**config.mk**
```make
export PLATFORM = sky130hd
export DESIGN_NAME = uart_fifo_top_flat
export DESIGN_NICKNAME = d
export VERILOG_FILES = /design/src/rtl/uart_pkg.sv /design/src/rtl/wishbone_if.sv /design/src/rtl/uart_sync_fifo.sv /design/src/rtl/uart_fifo_top.sv /design/src/flat_wrapper.sv
export SDC_FILE = /design/constraint.sdc
export NUM_CORES = 1
export LEC_CHECK = 0
export CELL_PAD_IN_SITES_DETAIL_PLACEMENT = 1
export CELL_PAD_IN_SITES_GLOBAL_PLACEMENT = 2
export CORE_MARGIN = 4
export CORE_UTILIZATION = 43
export CTS_BUF_LIST = sky130_fd_sc_hd__clkbuf_2 sky130_fd_sc_hd__clkbuf_4 sky130_fd_sc_hd__clkbuf_8
export DETAILED_ROUTE_END_ITERATION = 16
export PLACE_DENSITY_LB_ADDON = 0.3
export SYNTH_ARGS = -nofsm -noshare
export SYNTH_HDL_FRONTEND = slang
export SYNTH_SLANG_ARGS = --single-unit
```
**constraint.sdc**
```tcl
create_clock -name clk -period 5 [get_ports clk]
set_input_delay 1.25 -clock clk [delete_from_list [all_inputs] [get_ports clk]]
set_output_delay 1.25 -clock clk [all_outputs]
set_load 0.05 [all_outputs]
```
**src/rtl/uart_pkg.sv**
```systemverilog
// Shared constants and state types for the Wishbone UART peripheral.
package uart_pkg;

    // Register offsets, selected by adr[3:2]
    localparam logic [1:0] REG_DATA   = 2'd0;
    localparam logic [1:0] REG_STATUS = 2'd1;
    localparam logic [1:0] REG_CTRL   = 2'd2;
    localparam logic [1:0] REG_LEVEL  = 2'd3;

    // STATUS bit positions (kept compatible with the old lab UART)
    localparam int ST_RX_AVAIL  = 16;
    localparam int ST_RX_OVR    = 17;
    localparam int ST_FRAME_ERR = 18;
    localparam int ST_TX_OVF    = 19;
    localparam int ST_TX_FULL   = 20;
    localparam int ST_TX_EMPTY  = 21;
    localparam int ST_TX_IDLE   = 22;

    // CTRL bit positions above the divisor field
    localparam int CT_RX_IE  = 16;
    localparam int CT_TX_IE  = 17;
    localparam int CT_ERR_IE = 18;

    // Smallest usable divisor; smaller programmed values are clamped to it
    localparam int MIN_DIV = 2;

    typedef enum logic [1:0] {
        TX_IDLE  = 2'd0,
        TX_START = 2'd1,
        TX_DATA  = 2'd2,
        TX_STOP  = 2'd3
    } tx_state_t;

    typedef enum logic [1:0] {
        RX_IDLE  = 2'd0,
        RX_START = 2'd1,
        RX_DATA  = 2'd2,
        RX_STOP  = 2'd3
    } rx_state_t;

endpackage

```
**src/rtl/wishbone_if.sv**
```systemverilog
// Wishbone slave bus bundle. dat_o carries write data from the master,
// dat_i carries read data back to it.
interface wishbone (
    input logic clk,
    input logic rst
);
    logic [31:0] adr;
    logic [31:0] dat_o;
    logic [31:0] dat_i;
    logic [3:0]  sel;
    logic        we;
    logic        stb;
    logic        cyc;
    logic        ack;
    logic        err;
    logic        rty;

    modport master (
        input  clk, rst, dat_i, ack, err, rty,
        output adr, dat_o, sel, we, stb, cyc
    );

    modport slave (
        input  clk, rst, adr, dat_o, sel, we, stb, cyc,
        output dat_i, ack, err, rty
    );
endinterface

```
**src/rtl/uart_sync_fifo.sv**
```systemverilog
// Single-clock FIFO with a combinational head. Push-when-full is dropped
// unless a pop happens in the same cycle; pop-when-empty is ignored.
module uart_sync_fifo #(
    parameter int WIDTH = 8,
    parameter int DEPTH = 16
) (
    input  logic                     clk,
    input  logic                     rst_n,
    input  logic                     push,
    input  logic                     pop,
    input  logic [WIDTH-1:0]         wr_data,
    output logic [WIDTH-1:0]         rd_data,
    output logic                     full,
    output logic                     empty,
    output logic [$clog2(DEPTH):0]   count
);
    localparam int AW = $clog2(DEPTH);

    logic [WIDTH-1:0] mem_r [DEPTH];
    logic [AW-1:0]    wr_ptr_r;
    logic [AW-1:0]    rd_ptr_r;
    logic [AW:0]      count_r;
    logic             do_push_s;
    logic             do_pop_s;

    assign full      = (count_r == (AW+1)'(DEPTH));
    assign empty     = (count_r == {(AW+1){1'b0}});
    assign count     = count_r;
    assign rd_data   = mem_r[rd_ptr_r];
    assign do_pop_s  = pop & ~empty;
    assign do_push_s = push & (~full | do_pop_s);

    // Pointer and occupancy bookkeeping
    always_ff @(posedge clk) begin
        if (!rst_n) begin
            wr_ptr_r <= {AW{1'b0}};
            rd_ptr_r <= {AW{1'b0}};
            count_r  <= {(AW+1){1'b0}};
        end else begin
            if (do_push_s) wr_ptr_r <= wr_ptr_r + AW'(1);
            if (do_pop_s)  rd_ptr_r <= rd_ptr_r + AW'(1);
            case ({do_push_s, do_pop_s})
                2'b10:   count_r <= count_r + (AW+1)'(1);
                2'b01:   count_r <= count_r - (AW+1)'(1);
                default: count_r <= count_r;
            endcase
        end
    end

    // Storage array, written on accepted pushes only
    always_ff @(posedge clk) begin
        if (do_push_s) mem_r[wr_ptr_r] <= wr_data;
    end
endmodule

```
**src/rtl/uart_fifo_top.sv**
```systemverilog
// Wishbone UART: 8N1 TX/RX with FIFOs, programmable divisor, sticky errors
// and a maskable level interrupt.
module uart_fifo_top
    import uart_pkg::*;
#(
    parameter int DEPTH       = 16,
    parameter int DIV_W       = 16,
    parameter int DEFAULT_DIV = 217
) (
    input  logic    clk,
    input  logic    rst_n,
    wishbone.slave  wb,
    output logic    int_o,
    input  logic    srx_pad_i,
    output logic    stx_pad_o
);
    localparam int AW = $clog2(DEPTH);
    localparam logic [DIV_W-1:0] CNT_ZERO = {DIV_W{1'b0}};
    localparam logic [DIV_W-1:0] CNT_ONE  = DIV_W'(1);

    logic             ack_r, int_r, stx_r;
    logic             acc_s, wr_s, rd_s;
    logic [1:0]       reg_sel_s;
    logic [DIV_W-1:0] div_r, div_eff_s;
    logic             rx_ie_r, tx_ie_r, err_ie_r;
    logic             rx_ovr_r, ferr_r, tx_ovf_r;
    logic             tx_push_s, tx_pop_s, tx_full_s, tx_empty_s, tx_drop_s;
    logic             rx_push_s, rx_pop_s, rx_full_s, rx_empty_s, rx_drop_s;
    logic             st_clr_s, ctrl_wr_s, tx_idle_s, rx_ferr_s;
    logic [7:0]       tx_head_s, rx_head_s;
    logic [AW:0]      tx_count_s, rx_count_s;
    logic [31:0]      rd_data_s, status_s;
    tx_state_t        tx_st_r;
    rx_state_t        rx_st_r;
    logic [DIV_W-1:0] tx_cnt_r, rx_cnt_r;
    logic [2:0]       tx_idx_r, rx_idx_r;
    logic [7:0]       tx_sh_r, rx_sh_r;
    logic [2:0]       sync_r;
    logic             rx_bit_s, rx_fall_s;
    logic             unused_ok_s;

    // Bus decode: side effects fire only in the ack cycle
    assign reg_sel_s = wb.adr[3:2];
    assign acc_s     = ack_r & wb.stb & wb.cyc;
    assign wr_s      = acc_s & wb.we;
    assign rd_s      = acc_s & ~wb.we;
    assign tx_push_s = wr_s & (reg_sel_s == REG_DATA) & wb.sel[3];
    assign rx_pop_s  = rd_s & (reg_sel_s == REG_DATA);
    assign st_clr_s  = wr_s & (reg_sel_s == REG_STATUS);
    assign ctrl_wr_s = wr_s & (reg_sel_s == REG_CTRL);
    assign tx_drop_s = tx_push_s & tx_full_s & ~tx_pop_s;
    assign rx_drop_s = rx_push_s & rx_full_s & ~rx_pop_s;
    assign div_eff_s = (div_r < DIV_W'(MIN_DIV)) ? DIV_W'(MIN_DIV) : div_r;
    assign tx_idle_s = tx_empty_s & (tx_st_r == TX_IDLE);
    assign tx_pop_s  = ~tx_empty_s & ((tx_st_r == TX_IDLE) |
                       ((tx_st_r == TX_STOP) & (tx_cnt_r == CNT_ZERO)));
    assign rx_bit_s  = sync_r[1];
    assign rx_fall_s = sync_r[2] & ~sync_r[1];
    assign rx_push_s = (rx_st_r == RX_STOP) & (rx_cnt_r == CNT_ZERO) & rx_bit_s;
    assign rx_ferr_s = (rx_st_r == RX_STOP) & (rx_cnt_r == CNT_ZERO) & ~rx_bit_s;

    assign wb.ack     = ack_r;
    assign wb.err     = 1'b0;
    assign wb.rty     = 1'b0;
    assign wb.dat_i   = rd_data_s;
    assign int_o      = int_r;
    assign stx_pad_o  = stx_r;
    assign unused_ok_s = ^{wb.clk, wb.rst, wb.adr[31:4], wb.adr[1:0], wb.sel[2:0]};

    uart_sync_fifo #(.WIDTH(8), .DEPTH(DEPTH)) u_tx_fifo (
        .clk(clk), .rst_n(rst_n), .push(tx_push_s), .pop(tx_pop_s),
        .wr_data(wb.dat_o[31:24]), .rd_data(tx_head_s),
        .full(tx_full_s), .empty(tx_empty_s), .count(tx_count_s)
    );

    uart_sync_fifo #(.WIDTH(8), .DEPTH(DEPTH)) u_rx_fifo (
        .clk(clk), .rst_n(rst_n), .push(rx_push_s), .pop(rx_pop_s),
        .wr_data(rx_sh_r), .rd_data(rx_head_s),
        .full(rx_full_s), .empty(rx_empty_s), .count(rx_count_s)
    );

    // One-wait-state acknowledge
    always_ff @(posedge clk) begin
        if (!rst_n) ack_r <= 1'b0;
        else        ack_r <= wb.stb & wb.cyc & ~ack_r;
    end

    // CTRL register and sticky error flags (a new error wins over a clear)
    always_ff @(posedge clk) begin
        if (!rst_n) begin
            div_r    <= DIV_W'(DEFAULT_DIV);
            rx_ie_r  <= 1'b0;
            tx_ie_r  <= 1'b0;
            err_ie_r <= 1'b0;
            rx_ovr_r <= 1'b0;
            ferr_r   <= 1'b0;
            tx_ovf_r <= 1'b0;
        end else begin
            if (ctrl_wr_s) begin
                div_r    <= wb.dat_o[DIV_W-1:0];
                rx_ie_r  <= wb.dat_o[CT_RX_IE];
                tx_ie_r  <= wb.dat_o[CT_TX_IE];
                err_ie_r <= wb.dat_o[CT_ERR_IE];
            end
            rx_ovr_r <= rx_drop_s | (rx_ovr_r & ~(st_clr_s & wb.dat_o[ST_RX_OVR]));
            ferr_r   <= rx_ferr_s | (ferr_r & ~(st_clr_s & wb.dat_o[ST_FRAME_ERR]));
            tx_ovf_r <= tx_drop_s | (tx_ovf_r & ~(st_clr_s & wb.dat_o[ST_TX_OVF]));
        end
    end

    // Registered interrupt level
    always_ff @(posedge clk) begin
        if (!rst_n) int_r <= 1'b0;
        else        int_r <= (rx_ie_r & ~rx_empty_s) | (tx_ie_r & tx_empty_s) |
                             (err_ie_r & (rx_ovr_r | ferr_r | tx_ovf_r));
    end

    // Read-data mux, only driven during the ack cycle
    always_comb begin
        status_s = 32'h0000_0000;
        status_s[ST_RX_AVAIL]  = ~rx_empty_s;
        status_s[ST_RX_OVR]    = rx_ovr_r;
        status_s[ST_FRAME_ERR] = ferr_r;
        status_s[ST_TX_OVF]    = tx_ovf_r;
        status_s[ST_TX_FULL]   = tx_full_s;
        status_s[ST_TX_EMPTY]  = tx_empty_s;
        status_s[ST_TX_IDLE]   = tx_idle_s;
        rd_data_s = 32'h0000_0000;
        if (ack_r) begin
            case (reg_sel_s)
                REG_DATA:   rd_data_s = rx_empty_s ? 32'h0000_0000 : {rx_head_s, 24'h00_0000};
                REG_STATUS: rd_data_s = status_s;
                REG_CTRL:   rd_data_s = {13'h0000, err_ie_r, tx_ie_r, rx_ie_r, 16'(div_r)};
                REG_LEVEL:  rd_data_s = {8'(rx_count_s), 8'(tx_count_s), 16'h0000};
                default:    rd_data_s = 32'h0000_0000;
            endcase
        end else begin
            rd_data_s = 32'h0000_0000;
        end
    end

    // Two-flop synchronizer plus one history bit for start-edge detection
    always_ff @(posedge clk) begin
        if (!rst_n) sync_r <= 3'b111;
        else        sync_r <= {sync_r[1:0], srx_pad_i};
    end

    // Transmit FSM: start, 8 data bits LSB first, stop; chains frames without gaps
    always_ff @(posedge clk) begin
        if (!rst_n) begin
            tx_st_r  <= TX_IDLE;
            tx_cnt_r <= CNT_ZERO;
            tx_idx_r <= 3'd0;
            tx_sh_r  <= 8'h00;
            stx_r    <= 1'b1;
        end else begin
            case (tx_st_r)
                TX_IDLE, TX_STOP: begin
                    if (tx_st_r == TX_STOP && tx_cnt_r != CNT_ZERO) begin
                        tx_cnt_r <= tx_cnt_r - CNT_ONE;
                    end else if (tx_pop_s) begin
                        tx_sh_r  <= tx_head_s;
                        tx_cnt_r <= div_eff_s - CNT_ONE;
                        stx_r    <= 1'b0;
                        tx_st_r  <= TX_START;
                    end else begin
                        stx_r    <= 1'b1;
                        tx_st_r  <= TX_IDLE;
                    end
                end
                TX_START: begin
                    if (tx_cnt_r == CNT_ZERO) begin
                        tx_cnt_r <= div_eff_s - CNT_ONE;
                        tx_idx_r <= 3'd0;
                        stx_r    <= tx_sh_r[0];
                        tx_st_r  <= TX_DATA;
                    end else begin
                        tx_cnt_r <= tx_cnt_r - CNT_ONE;
                    end
                end
                TX_DATA: begin
                    if (tx_cnt_r == CNT_ZERO) begin
                        tx_cnt_r <= div_eff_s - CNT_ONE;
                        if (tx_idx_r == 3'd7) begin
                            stx_r   <= 1'b1;
                            tx_st_r <= TX_STOP;
                        end else begin
                            tx_idx_r <= tx_idx_r + 3'd1;
                            tx_sh_r  <= {1'b0, tx_sh_r[7:1]};
                            stx_r    <= tx_sh_r[1];
                        end
                    end else begin
                        tx_cnt_r <= tx_cnt_r - CNT_ONE;
                    end
                end
                default: begin
                    tx_st_r <= TX_IDLE;
                    stx_r   <= 1'b1;
                end
            endcase
        end
    end

    // Receive FSM: mid-bit sampling timed from the synchronized falling edge
    always_ff @(posedge clk) begin
        if (!rst_n) begin
            rx_st_r  <= RX_IDLE;
            rx_cnt_r <= CNT_ZERO;
            rx_idx_r <= 3'd0;
            rx_sh_r  <= 8'h00;
        end else begin
            case (rx_st_r)
                RX_IDLE: begin
                    if (rx_fall_s) begin
                        rx_cnt_r <= (div_eff_s >> 1) - CNT_ONE;
                        rx_st_r  <= RX_START;
                    end
                end
                RX_START: begin
                    if (rx_cnt_r != CNT_ZERO) begin
                        rx_cnt_r <= rx_cnt_r - CNT_ONE;
                    end else if (rx_bit_s) begin
                        rx_st_r  <= RX_IDLE;
                    end else begin
                        rx_cnt_r <= div_eff_s - CNT_ONE;
                        rx_idx_r <= 3'd0;
                        rx_st_r  <= RX_DATA;
                    end
                end
                RX_DATA: begin
                    if (rx_cnt_r == CNT_ZERO) begin
                        rx_cnt_r <= div_eff_s - CNT_ONE;
                        rx_sh_r  <= {rx_bit_s, rx_sh_r[7:1]};
                        rx_idx_r <= rx_idx_r + 3'd1;
                        if (rx_idx_r == 3'd7) rx_st_r <= RX_STOP;
                    end else begin
                        rx_cnt_r <= rx_cnt_r - CNT_ONE;
                    end
                end
                RX_STOP: begin
                    if (rx_cnt_r == CNT_ZERO) rx_st_r  <= RX_IDLE;
                    else                      rx_cnt_r <= rx_cnt_r - CNT_ONE;
                end
                default: rx_st_r <= RX_IDLE;
            endcase
        end
    end
endmodule
```
**src/flat_wrapper.sv**
```systemverilog
// flat-port wrapper written by rule: the top's interface ports become plain ports
module uart_fifo_top_flat import uart_pkg::*;
#(
    parameter int DEPTH       = 16,
    parameter int DIV_W       = 16,
    parameter int DEFAULT_DIV = 217
)
  (clk, rst_n, int_o, srx_pad_i, stx_pad_o, rst, wb_adr, wb_dat_o, wb_sel, wb_we, wb_stb, wb_cyc, wb_dat_i, wb_ack, wb_err, wb_rty);
  wishbone wb_i (.clk(clk), .rst(rst));
  input  logic clk;
  input  logic rst_n;
  output logic int_o;
  input  logic srx_pad_i;
  output logic stx_pad_o;
  input wire logic rst;
  input wire logic [$bits(wb_i.adr)-1:0] wb_adr;
  input wire logic [$bits(wb_i.dat_o)-1:0] wb_dat_o;
  input wire logic [$bits(wb_i.sel)-1:0] wb_sel;
  input wire logic [$bits(wb_i.we)-1:0] wb_we;
  input wire logic [$bits(wb_i.stb)-1:0] wb_stb;
  input wire logic [$bits(wb_i.cyc)-1:0] wb_cyc;
  output wire logic [$bits(wb_i.dat_i)-1:0] wb_dat_i;
  output wire logic [$bits(wb_i.ack)-1:0] wb_ack;
  output wire logic [$bits(wb_i.err)-1:0] wb_err;
  output wire logic [$bits(wb_i.rty)-1:0] wb_rty;
  assign wb_i.adr = wb_adr;
  assign wb_i.dat_o = wb_dat_o;
  assign wb_i.sel = wb_sel;
  assign wb_i.we = wb_we;
  assign wb_i.stb = wb_stb;
  assign wb_i.cyc = wb_cyc;
  assign wb_dat_i = wb_i.dat_i;
  assign wb_ack = wb_i.ack;
  assign wb_err = wb_i.err;
  assign wb_rty = wb_i.rty;
  uart_fifo_top #(.DEPTH(DEPTH), .DIV_W(DIV_W), .DEFAULT_DIV(DEFAULT_DIV)) u_core (.clk(clk), .rst_n(rst_n), .wb(wb_i), .int_o(int_o), .srx_pad_i(srx_pad_i), .stx_pad_o(stx_pad_o));
endmodule
```
==> results of run 1 <==
[layout make-up]
type | count | share of cell area (%)
Sequential cell | 376 | 50.8
Multi-Input combinational cell | 835 | 33.0
Timing Repair Buffer | 99 | 5.74
Clock buffer | 87 | 5.49
Tap cell | 518 | 3.26
Clock inverter | 31 | 1.01
Inverter | 35 | 0.661
[cell families (layout without fill, tap and decap cells)]
logic type,count (synthesis),count (layout)
flip-flops,376,376
AND/OR/NAND/NOR,419,419
multiplexers,114,114
XOR/XNOR,36,36
other,1,3
buffers and inverters,111,252
adder cells (fa/ha/maj),33,33
AO/OA/AOI/OAI,230,230
[routing by layer]
metal | up-vias | track usage (%)
met5 | - | 0
met4 | 2 | 6.82
met3 | 73 | 3.70
met2 | 241 | 35.5
met1 | 5742 | 28.1
li1 | 5236 | -
[through the flow]
step	power (mW)	hold WS [ns]	cell area (µm²)
6_report	8.07	0.404	19900
5_1_grt	8.48	0.432	19900
4_1_cts	8.16	0.403	19900
3_5_place_dp	5.31	0.397	18600
3_3_place_gp	5.28	0.395	18600
2_1_floorplan	4.82	0.386	17100
[power breakdown]
part / internal [mW] / total [mW] / switching, mW / leakage [nW]
registers: 3.41 / 3.58 / 0.171 / 3.31
logic: 0.690 / 1.67 / 0.982 / 2.75
clock network: 1.53 / 2.82 / 1.29 / 0.675
total: 5.63 / 8.07 / 2.44 / 6.73
[registers in the layout, indices dropped and copies added, names as in the netlist, 2 cells and up, named ones only]
register / cells
u_core.u_rx_fifo.mem_r: 128
u_core.u_tx_fifo.mem_r: 128
u_core.div_r: 16
u_core.rx_cnt_r: 16
u_core.tx_cnt_r: 16
u_core.rx_sh_r: 8
u_core.tx_sh_r: 8
u_core.u_rx_fifo.count: 5
u_core.u_tx_fifo.count: 5
u_core.u_rx_fifo.rd_ptr_r: 4
u_core.u_rx_fifo.wr_ptr_r: 4
u_core.u_tx_fifo.rd_ptr_r: 4
u_core.u_tx_fifo.wr_ptr_r: 4
u_core.rx_idx_r: 3
u_core.sync_r: 3
u_core.tx_idx_r: 3
u_core.tx_st_r: 2
[worst max-delay path: stages]
cell	delay [ns]
clkdlybuf4s50_1	0.68
buf_4	0.22
and3b_1	0.59
and2_1	0.28
buf_12	0.15
[cell usage in the layout, fill, tap and decap left out, types with 8 or more instances in the layout]
| master | Yosys | layout |
|---|---|---|
| a21o_1 | 8 | 8 |
| a21oi_1 | 61 | 61 |
| a31oi_1 | 14 | 14 |
| a32o_1 | 12 | 12 |
| and2_1 | 45 | 45 |
| and3_1 | 16 | 16 |
| buf_12 | 0 | 24 |
| buf_4 | 3 | 34 |
| clkbuf_4 | 0 | 17 |
| clkbuf_8 | 0 | 70 |
| clkdlybuf4s50_1 | 0 | 40 |
| clkinv_1 | 0 | 17 |
| dfxtp_1 | 120 | 118 |
| edfxtp_1 | 256 | 256 |
| ha_1 | 30 | 30 |
| inv_1 | 35 | 34 |
| mux2_2 | 13 | 13 |
| mux2i_1 | 28 | 28 |
| mux4_2 | 73 | 73 |
| nand2_1 | 101 | 101 |
| nand2b_1 | 11 | 11 |
| nand3_1 | 32 | 32 |
| nand4_1 | 11 | 11 |
| nor2_1 | 92 | 92 |
| nor2b_1 | 10 | 10 |
| nor3_1 | 32 | 32 |
| nor4_1 | 18 | 18 |
| o211ai_1 | 8 | 8 |
| o21ai_0 | 42 | 42 |
| o22ai_1 | 13 | 13 |
| o31ai_1 | 8 | 8 |
| or4_1 | 9 | 9 |
| xnor2_1 | 20 | 20 |
| xor2_1 | 16 | 16 |
[worst paths after layout]
check / start / slack [ns] / endpoint / depth (start not counted)
worst max-delay path: wb_adr[3] / 0.57 / wb_dat_i[2] / 5
worst min register to register: u_core.sync_r[0] / 0.40 / u_core.sync_r[1] / 1
worst max register to register: u_core.div_r[6] / 0.96 / u_core.tx_cnt_r[13] / 11
worst min-delay path: u_core.sync_r[0] / 0.40 / u_core.sync_r[1] / 1
==> results.sh, run 1 <==
export IMPL_startpoint_type="primary input"
export IMPL_path_clk_slew_ns=0.05
export IMPL_p_leak_nw=6.73
export IMPL_vias=11300
export IMPL_muxShareOfSynthArea_pct=12.1
export IMPL_route_met3_wl_um=1960
export IMPL_synth_top_family_by_area="simple AND/OR/NAND/NOR gates"
export IMPL_seqCellArea_um2=10100
export IMPL_dp_slack_ns=0.316
export IMPL_post_cts_resized=0
export IMPL_yosys_most_used_dff="edfxtp_1"
export IMPL_fillers=3921
export IMPL_m1WireLength_um=20100
export IMPL_syn_to_final_growth_pct=16.2
export IMPL_synthSimpleGateAreaFrac_pct=12.8
export IMPL_synth_most_common_cell="edfxtp_1"
export IMPL_maxCapViolations=0
export IMPL_p_per_area_nw_per_um2=406
export IMPL_wl_met2_um=22600
export IMPL_portBuffers=70
export IMPL_vias_per_cell=5.70
export IMPL_worstSetupPathType="primary input to output pin"
export IMPL_yosys_warnings=0
export IMPL_grt_pass1_vias=12000
export IMPL_setup_ws_ns=0.571
export IMPL_drive_above_1_share_pct=18.5
export IMPL_synth_xor_area_share_pct=1.84
export IMPL_netlist_area_um2=17100
export IMPL_clock_sinks=376
export IMPL_gr_total_overflow=0
export IMPL_synth_async_sr_flop_share_pct=0
export IMPL_drv_slew=0
export IMPL_antenna_found_initial=2
export IMPL_detail_route_antenna_nets=0
export IMPL_cp_max_fo=18
export IMPL_layout_nets=1521
export IMPL_fmax_mhz=226
export IMPL_cts_tree="built"
export IMPL_status="completed"
export IMPL_clk_latency_ns=0.62
export IMPL_insertedDiodeCount=0
export IMPL_fin_crit_sh_pct=88.6
export IMPL_num_io_pins=112
export IMPL_yosys_top_cells_count="edfxtp_1 (256), dfxtp_1 (120), nand2_1 (101)"
export IMPL_multi_input_area_um2=6560
export IMPL_die_height_um=207
export IMPL_final_hold_viol_count=0
export IMPL_die_x_um=207
export IMPL_initialDrtViolationCount=814
export IMPL_avgSynthCellArea_um2=12.9
export IMPL_grt_max_degree=53
export IMPL_hold_class="flop to flop"
export IMPL_dr_pass1_iters=4
export IMPL_dieArea_um2=43000
export IMPL_coreArea_um2=39000
export IMPL_max_slew_margin_pct=23.1
export IMPL_yosysTopAreaCell="edfxtp_1"
export IMPL_synthTopCellsByArea="edfxtp_1 (45%), dfxtp_1 (14%), mux4_2 (9.6%)"
export IMPL_wl_per_cell_um=23.1
export IMPL_postCtsSetupBuffers=0
export IMPL_max_vdd_ir_drop_v=0.000264
export IMPL_utilization_pct=50.9
export IMPL_synthAdderAreaFrac_pct=2.49
export IMPL_synth_cells=1320
export IMPL_row_count=72
export IMPL_end_kind="output pin"
export IMPL_synth_compound_area_share_pct=9.11
export IMPL_clockBufferDepth=3
export IMPL_cp_data_required_time_ns=3.75
export IMPL_synth_top_area_share_pct=45.0
export IMPL_tns_ns=0
export IMPL_grt_pass1_wl_um=71000
export IMPL_numCtsBuffers=67
export IMPL_ys_types=86
export IMPL_cts_hold_buf=0
export IMPL_setup_viol=0
export IMPL_synth_edff_count=256
export IMPL_htreeDepth=3
export IMPL_rsz0062_at_grt="false"
export IMPL_place_inst=1863
export IMPL_crit_arrival_ns=3.18
export IMPL_cts_root_buf="clkbuf_8"
export IMPL_ys_seq_elements=376
export IMPL_initial_core_util_pct=43.8
export IMPL_tightest_slew_ns=1.15
export IMPL_highest_layer="met5"
export IMPL_gp_congestion=0.848
export IMPL_min_period_ns=4.43
export IMPL_hpwl_um=31100
export IMPL_drc=0
export IMPL_routed_wl_um=45800
export IMPL_grt_usage_pct=21.1
export IMPL_fin_skew_ns=0.0309
export IMPL_yosysSeqAreaShare_pct=59.0
export IMPL_final_cells=1981
(Power assumes the default switching activity.)
==> run 2, diff against run 1 <==
--- a/config.mk
+++ b/config.mk
@@ -14,2 +14,3 @@
 export PLACE_DENSITY_LB_ADDON = 0.3
+export SLEW_MARGIN = 20
 export SYNTH_ARGS = -nofsm -noshare
==> constraint.sdc (replaced) <==
create_clock -name clk -period 5 [get_ports clk]
set_input_delay 1 -clock clk [delete_from_list [all_inputs] [get_ports clk]]
set_output_delay 1 -clock clk [all_outputs]
set_load 0.05 [all_outputs]
==> results.sh, run 2 (synthesized netlist as in run 1, its figures left out) <==
export IMPL_grt_usage_pct=21.3
export IMPL_maxCapViolations=0
export IMPL_ff2ff_setup_slack_ns=1.01
export IMPL_r2r_end="u_core.tx_cnt_r[13]"
export IMPL_syn_to_final_growth_pct=14.7
export IMPL_routed_wl_um=45900
export IMPL_cts_root_buf="clkbuf_8"
export IMPL_route_met3_wl_um=1950
export IMPL_wl_met2_um=22300
export IMPL_antenna_found_initial=1
export IMPL_drc=0
export IMPL_grt_pass1_vias=12100
export IMPL_initialDrtViolationCount=629
export IMPL_clockBufferDepth=3
export IMPL_die_height_um=207
export IMPL_min_period_ns=4.50
export IMPL_row_count=72
export IMPL_power_frac_seq_pct=44.4
export IMPL_layout_nets=1517
export IMPL_dieArea_um2=43000
export IMPL_tns_ns=0
export IMPL_holdPathEnd="u_core.sync_r[1]"
export IMPL_wl_per_cell_um=23.2
export IMPL_swShare_pct=30.2
export IMPL_fin_skew_ns=0.0289
export IMPL_hpwl_um=31600
export IMPL_portBuffers=70
export IMPL_gr_total_overflow=0
export IMPL_cp_max_fo=18
export IMPL_final_cell_mix="edfxtp_1 (256), dfxtp_1 (118), nand2_1 (101), nor2_1 (92), mux4_2 (73)"
export IMPL_detail_route_antenna_nets=0
export IMPL_fin_crit_sh_pct=90.0
export IMPL_rsz0062_at_grt="false"
export IMPL_tightest_slew_ns=1.09
export IMPL_dp_slack_ns=0.484
export IMPL_vias_per_cell=5.75
export IMPL_status="completed"
export IMPL_drv_slew=0
export IMPL_p_leak_nw=6.60
export IMPL_p_int_mw=5.57
export IMPL_grt_pass1_wl_um=71800
export IMPL_r2r_cells=11
export IMPL_hold_path_cell_count=1
export IMPL_end_kind="output pin"
export IMPL_cts_tree="built"
export IMPL_post_cts_resized=0
export IMPL_cts_hold_buf=0
export IMPL_p_total_mw=7.99
export IMPL_setup_ws_ns=0.501
export IMPL_die_x_um=207
export IMPL_highest_layer="met5"
export IMPL_initial_core_util_pct=43.8
export IMPL_layout_commonest_cell="edfxtp_1"
export IMPL_startpoint_type="primary input"
export IMPL_fmax_mhz=222
export IMPL_drive_above_1_share_pct=16.8
export IMPL_clock_sinks=376
export IMPL_power_switching_mw=2.41
export IMPL_crit_arrival_ns=3.50
export IMPL_final_hold_viol_count=0
export IMPL_setup_viol=0
export IMPL_gp_congestion=0.793
export IMPL_path_clk_slew_ns=0.05
export IMPL_reg2reg_from="u_core.div_r[6]"
export IMPL_clockPowerShare_pct=34.3
export IMPL_vias=11400
export IMPL_worstSetupPathType="primary input to output pin"
export IMPL_numCtsBuffers=66
export IMPL_grt_max_degree=42
export IMPL_hold_class="flop to flop"
export IMPL_p_per_area_nw_per_um2=408
export IMPL_num_io_pins=112
export IMPL_coreArea_um2=39000
export IMPL_htreeDepth=3
export IMPL_m1WireLength_um=20100
export IMPL_max_vdd_ir_drop_v=0.000232
export IMPL_postCtsSetupBuffers=0
export IMPL_clk_latency_ns=0.61
export IMPL_cp_data_required_time_ns=4.00
export IMPL_largestRegisters="u_core.u_rx_fifo.mem_r (128), u_core.u_tx_fifo.mem_r (128)"
export IMPL_worstHoldStart="u_core.sync_r[0]"
export IMPL_max_slew_margin_pct=27.1
export IMPL_dr_pass1_iters=5
export IMPL_p_comb_share_pct=21.3
[run 2: cell types whose count changed in the layout (fill, tap and decap cells not counted), sizes merged]
| cell | before | now |
|---|---|---|
| bufinv | 2 | 1 |
| clkdlybuf4s50 | 40 | 69 |
| buf | 59 | 27 |
| diode | 0 | 1 |
| inv | 37 | 38 |
| clkbuf | 87 | 88 |
| clkinvlp | 3 | 2 |
[run 2: power by group through the flow]
stage | combinational (mW) | clock (mW) | sequential, mW
floorplan | 1.27 | 0 | 3.56
global placement | 1.66 | 0 | 3.61
detailed placement | 1.71 | 0 | 3.61
CTS | 1.71 | 2.83 | 3.55
global route | 1.87 | 2.98 | 3.57
finish | 1.70 | 2.74 | 3.55
[run 2: layer usage]
layer | vias up | GRT usage (%)
li1 | 5231 | -
met1 | 5762 | 28.3
met2 | 292 | 35.3
met3 | 83 | 3.97
met4 | 2 | 7.46
met5 | - | 0
[run 2: worst max path at each step]
stage | to | cells after the start | slack [ns] | startpoint
5_1_grt | wb_dat_i[7] | 4 | 0.34 | wb_adr[3]
4_1_cts | wb_dat_i[7] | 4 | 0.52 | wb_adr[3]
2_1_floorplan | wb_dat_i[22] | 3 | 1.09 | wb_adr[3]
3_3_place_gp | wb_dat_i[27] | 4 | 0.55 | wb_adr[3]
6_report | wb_dat_i[7] | 4 | 0.50 | wb_adr[3]
3_5_place_dp | u_core.u_rx_fifo.mem_r[0][6] | 6 | 0.48 | wb_adr[3]
[run 2: stage by stage]
step,hold slack [ns],area (µm²),instances,util [%]
after global placement,0.396,18300,1860,47.0
after CTS,0.416,19600,1978,50.3
after floorplan,0.386,17100,1322,-
final,0.416,19600,1979,50.3
after detailed placement,0.403,18300,1860,47.0
after global routing,0.450,19600,1978,50.3
[run 2: critical path: stages]
cell             delay, ns
clkdlybuf4s50_1       0.75
and3b_1               0.68
and2_2                0.26
clkdlybuf4s50_1       0.80
[run 2: layout make-up]
type                    instances  area (µm²)
well taps                     518         648
diodes                          1        2.50
inverters                      35         131
flip-flops and latches        376       10100
clock inverters                30         178
repair buffers                 96         903
multi-input cells             835        6560
fillers                      4003       19400
clock buffers                  88        1090
